## src/rtl/alu_pkg.sv

```systemverilog
// Shared op-code constants, controller state encoding and reserved-op predicate
// for the ALU controller and the ALU it drives.
package alu_pkg;

  localparam logic [3:0] OP_AND   = 4'd0;
  localparam logic [3:0] OP_OR    = 4'd1;
  localparam logic [3:0] OP_XOR   = 4'd2;
  localparam logic [3:0] OP_NOT_A = 4'd3;
  localparam logic [3:0] OP_SHR_A = 4'd4;
  localparam logic [3:0] OP_SHL_A = 4'd5;
  localparam logic [3:0] OP_SHR_B = 4'd6;
  localparam logic [3:0] OP_SHL_B = 4'd7;
  localparam logic [3:0] OP_ADD   = 4'd8;
  localparam logic [3:0] OP_SUB   = 4'd9;
  localparam logic [3:0] OP_ASR_A = 4'd10;
  localparam logic [3:0] OP_ASL_A = 4'd11;
  localparam logic [3:0] OP_ASR_B = 4'd12;
  localparam logic [3:0] OP_ASL_B = 4'd13;

  typedef enum logic [1:0] {
    ST_IDLE = 2'd0,
    ST_EXEC = 2'd1,
    ST_RESP = 2'd2
  } state_t;

  // Codes 14 and 15 are reserved.
  function automatic logic is_reserved(input logic [3:0] op);
    return op >= 4'd14;
  endfunction

endpackage

```

## src/rtl/controlador_alu.sv

```systemverilog
// Command/response controller around an external ALU: registers the command,
// waits one EXEC cycle, captures the result and holds it until consumed.
module controlador_alu
  import alu_pkg::*;
#(
  parameter int unsigned N = 8
) (
  input  logic         clk,
  input  logic         rst,
  input  logic         cmd_valid,
  output logic         cmd_ready,
  input  logic [3:0]   cmd_op,
  input  logic [N-1:0] cmd_a,
  input  logic [N-1:0] cmd_b,
  output logic [N-1:0] alu_operador1,
  output logic [N-1:0] alu_operador2,
  output logic [3:0]   alu_control,
  input  logic [N-1:0] alu_resultado,
  input  logic         alu_flagNegativo,
  input  logic         alu_flagCero,
  input  logic         alu_flagOverflow,
  input  logic         alu_flagCarry,
  output logic         rsp_valid,
  input  logic         rsp_ready,
  output logic [N-1:0] rsp_resultado,
  output logic [3:0]   rsp_flags,
  output logic         rsp_error,
  output logic [3:0]   flags_sticky,
  input  logic         clear_sticky,
  output logic [15:0]  op_count
);

  state_t     state, state_next;
  logic       accept;
  logic       capture;
  logic [3:0] alu_flags;

  assign accept    = (state == ST_IDLE) && cmd_valid;
  assign capture   = (state == ST_EXEC);
  assign alu_flags = {alu_flagNegativo, alu_flagCero, alu_flagOverflow, alu_flagCarry};
  assign cmd_ready = (state == ST_IDLE);
  assign rsp_valid = (state == ST_RESP);

  always_ff @(posedge clk or posedge rst) begin
    if (rst) state <= ST_IDLE;
    else     state <= state_next;
  end

  always_comb begin
    state_next = state;
    case (state)
      ST_IDLE: if (cmd_valid) state_next = is_reserved(cmd_op) ? ST_RESP : ST_EXEC;
      ST_EXEC: state_next = ST_RESP;
      ST_RESP: if (rsp_ready) state_next = ST_IDLE;
      default: state_next = ST_IDLE;
    endcase
  end

  always_ff @(posedge clk or posedge rst) begin
    if (rst) begin
      alu_operador1 <= '0;
      alu_operador2 <= '0;
      alu_control   <= '0;
      rsp_resultado <= '0;
      rsp_flags     <= '0;
      rsp_error     <= 1'b0;
      flags_sticky  <= '0;
      op_count      <= '0;
    end else begin
      // Reserved ops go straight to RESP and leave the ALU inputs untouched.
      if (accept && is_reserved(cmd_op)) begin
        rsp_resultado <= '0;
        rsp_flags     <= '0;
        rsp_error     <= 1'b1;
      end else if (accept) begin
        alu_control   <= cmd_op;
        alu_operador1 <= cmd_a;
        alu_operador2 <= cmd_b;
      end

      if (capture) begin
        rsp_resultado <= alu_resultado;
        rsp_flags     <= alu_flags;
        rsp_error     <= 1'b0;
        op_count      <= op_count + 16'd1;
        flags_sticky  <= clear_sticky ? alu_flags : (flags_sticky | alu_flags);
      end else if (clear_sticky) begin
        flags_sticky  <= '0;
      end
    end
  end

endmodule

```

## config.mk

```make
export PLATFORM = sky130hd
export DESIGN_NAME = controlador_alu
export DESIGN_NICKNAME = d
export VERILOG_FILES = /design/src/rtl/alu_pkg.sv /design/src/rtl/controlador_alu.sv
export SDC_FILE = /design/constraint.sdc
export NUM_CORES = 1
export LEC_CHECK = 0
export CAP_MARGIN = 20
export CORE_ASPECT_RATIO = 1.75
export CORE_MARGIN = 1
export CORE_UTILIZATION = 30
export DETAILED_ROUTE_END_ITERATION = 8
export PLACE_DENSITY_LB_ADDON = 0.1
export SETUP_SLACK_MARGIN = 0.05
export SLEW_MARGIN = 20
export SYNTH_ARGS = -nofsm -noshare
export SYNTH_HDL_FRONTEND = slang
export SYNTH_SLANG_ARGS = --single-unit
```

## constraint.sdc

```tcl
create_clock -name clk -period 2.1 [get_ports clk]
set_input_delay 0.63 -clock clk [delete_from_list [all_inputs] [get_ports clk]]
set_output_delay 0.63 -clock clk [all_outputs]
set_load 0.005 [all_outputs]
```

==> out/results.txt <==
Post-synth top flop -> dfrtp_1
Rows -> 41
Post-route cell area -> 0.00346 mm²
Hold Path Stages -> 1
Max clock buf depth -> 2
Die height -> 115 µm
Status -> finished, final reports clean
Fin Clk Skew -> 0.00527 ns
Gr usage total -> 15.6%
Num CTS Buffers -> 5
Hold path start -> op_count[15]
Via-to-Cell Ratio -> 4.62
Worst-path cell chain -> nor2_1 -> clkdlybuf4s50_1
Max_slew headroom -> 68.4%
Global-route wire length before repair -> 8750 µm
Die area -> 0.00769 mm²
Nets -> 306
Worst skew pair latency -> 0.29 ns
Worst-path clk slew -> 0.07 ns
Max-cap violation count -> 0
PortBufs -> 91
Clk root buf -> clkbuf_16
PwrDens -> 1250 mW/mm²
Cell accounting for the most synthesized area -> dfrtp_1
Dpl hpwl -> 3940 µm
Hold Vio Cnt, Final -> 0
FF-to-FF path depth -> 5
DP Area -> 0.00329 mm²
Post-synthesis net count -> 202
CTS Hold Bufs -> 0
CP Capture Type -> output port
R2r endpoint -> op_count[7]
Initial Util -> 30.8%
Layout cell share with drive strength beyond 1 -> 17.5%
Routed WL per cell -> 15.0 µm
Global placer's final weighted congestion -> 0.681
Detailed Routing Iterations Pass 1 -> 4
Yosys warning count -> 0
RSZ-0062 raised after global routing -> no
DRC Markers -> 0
Routed via count -> 1639
CP max stage delay -> 0.50 ns
Critical Path AT -> 1.35 ns
Worst reg-to-reg setup slack -> 0.46 ns
N_diodes -> 0
Max IR drop VDD -> 721 µV
Crit Path Class -> flip-flop to output port
Unique masters post-synth -> 30
Syn Inst Count -> 164
Total congestion overflow -> 0
Final worst path period need -> 1.98 ns
Top Family by Delay on Critical Path -> buffers and inverters
I/O pin total -> 92
Avg Synthesized Cell Area -> 13.4 µm²
Crit path buf inv count -> 1
Initial antenna violation count -> 0
H-tree lvl count -> 2
Slowest cell on the critical path -> clkdlybuf4s50_1
Pleak -> 1.48 nW
DR iter-0 viols -> 64
Seq/Total Area, Yosys -> 62.6%
DRT Wirelength -> 5340 µm
Vias in the first global route -> 1696
Hold EP -> op_count[15]
Share of flip-flops with an asynchronous set or reset -> 100%
Leading post-synthesis cells by cell area -> dfrtp_1, mux2_2, xnor2_1
CP max FO -> 6
Synth top area share -> 62.6%
Worst Tran Pin Value -> 0.472 ns
FF-to-FF Start -> state[1]
Antenna Violating Nets Remaining -> 0
Pins Over Slew Limit -> 0
Total negative setup slack -> 0 ns
Core outline area -> 0.00713 mm²
Pin count of the biggest net entering global routing -> 24
Critical Path Source Type -> flip-flop
Number of synthesized flops with an enable pin -> 0
Register bit total from synthesis -> 55
Fin crit share -> 94.3%
CTS tree -> built
Chip width -> 66.7 µm
Worst path required time -> 1.47 ns
Fmax -> 505 MHz
Area growth syn-to-layout -> 57.4%
Mapped cell area -> 0.00220 mm²
Clock Sinks -> 55
Final setup vio count -> 0
Type of the tightest min-delay check -> flip-flop to flip-flop
## routing by layer
layer | part of all wire, % | vias to the layer above | GRT usage [%]
met5 | 0 | - | 0
met4 | 2.0 | 0 | 6.81
met3 | 5.6 | 5 | 4.86
met2 | 56 | 54 | 26.9
met1 | 36 | 803 | 17.1
li1 | - | 777 | -
## metrics by stage
stage          utilization [%]  hold slack [ns]  setup WS, ns  total power [mW]  std cells
2_1_floorplan                -            0.465         0.127              2.35        164
3_3_place_gp              46.1            0.469       -0.0611              3.42        345
3_5_place_dp              46.1            0.469       -0.0844              3.43        345
4_1_cts                   48.5            0.484        0.0776              4.38        355
5_1_grt                   48.5            0.502        0.0556              4.59        355
6_report                  48.5            0.477         0.121              4.31        355
## cell usage in the layout (no fill, tap or decap), types with 3 or more instances in the layout
cell,count
clkbuf_16,5
nand2_1,13
o21ai_0,8
buf_4,8
buf_12,3
nor2_1,5
nand3_1,4
xor2_1,4
a22o_1,8
mux2_2,18
clkdlybuf4s50_1,91
o22a_1,3
xnor2_1,11
inv_1,7
and3_1,3
dfrtp_1,53
## final cells by class
type                            count  area, µm²
Tap cell                           86        108
Fill cell                         655       3670
Clock buffer                        8        156
Multi-Input combinational cell     95        752
Inverter                            9       33.8
Timing Repair Buffer              102       1030
Sequential cell                    55       1380
## how the worst max path moves through the flow
stage | startpoint | endpoint | slack (ns) | depth (start not counted)
2_1_floorplan | rst | alu_control[0] | 0.13 | 1
3_3_place_gp | cmd_op[2] | alu_operador2[0] | -0.06 | 5
3_5_place_dp | cmd_op[1] | rsp_resultado[5] | -0.08 | 5
4_1_cts | state[1] | rsp_valid | 0.08 | 3
5_1_grt | state[0] | cmd_ready | 0.06 | 2
6_report | state[0] | cmd_ready | 0.12 | 2
## synthesized netlist by cell type, types with 2 or more instances
| cell | n |
|---|---|
| a22o_1 | 8 |
| and3_1 | 3 |
| and4_1 | 2 |
| buf_2 | 2 |
| buf_4 | 2 |
| dfrtp_1 | 55 |
| inv_1 | 9 |
| mux2_2 | 18 |
| nand2_1 | 13 |
| nand3_1 | 4 |
| nand4_1 | 2 |
| nor2_1 | 5 |
| nor3_1 | 2 |
| o21ai_0 | 8 |
| o22a_1 | 3 |
| xnor2_1 | 11 |
| xor2_1 | 4 |
## sequential cells by signal, indices dropped and copies added, names as in the netlist
| signal | flops |
|---|---|
| rsp_flags | 4 |
| alu_operador1 | 8 |
| alu_control | 4 |
| rsp_error | 1 |
| state | 2 |
| flags_sticky | 4 |
| alu_operador2 | 8 |
| op_count | 16 |
| rsp_resultado | 8 |
## where the power goes
part	total [mW]	internal (mW)	switching (mW)
combinational	1.71	1.14	0.568
sequential	1.72	1.46	0.269
clock	0.878	0.509	0.370
## cells by family (layout without fill, tap and decap cells)
kind of cell / Yosys count / count (layout) / synth area share, %
flops: 55 / 55 / 62.6
buf+inv: 14 / 119 / 3.19
simple gates: 39 / 39 / 11.4
compound gates: 22 / 22 / 7.06
mux: 18 / 18 / 9.22
fa+ha+maj: 1 / 1 / 0.569
xor+xnor: 15 / 15 / 5.98
## worst reg2reg max path, delay by kind of cell (launching register included)
kind	cells	cell delay, ns
XOR/XNOR	1	0.14
buffers and inverters	1	0.14
flip-flops	1	0.43
AND/OR/NAND/NOR	3	0.83
## what timing repair did
item / in CTS / in global routing
resized for setup: 1 / 2
endpoints found under the setup margin: 1 / 2
buffers inserted: 2 / 0
pin swaps: 0 / 0
No activity file was read; power rests on OpenSTA's default activity.
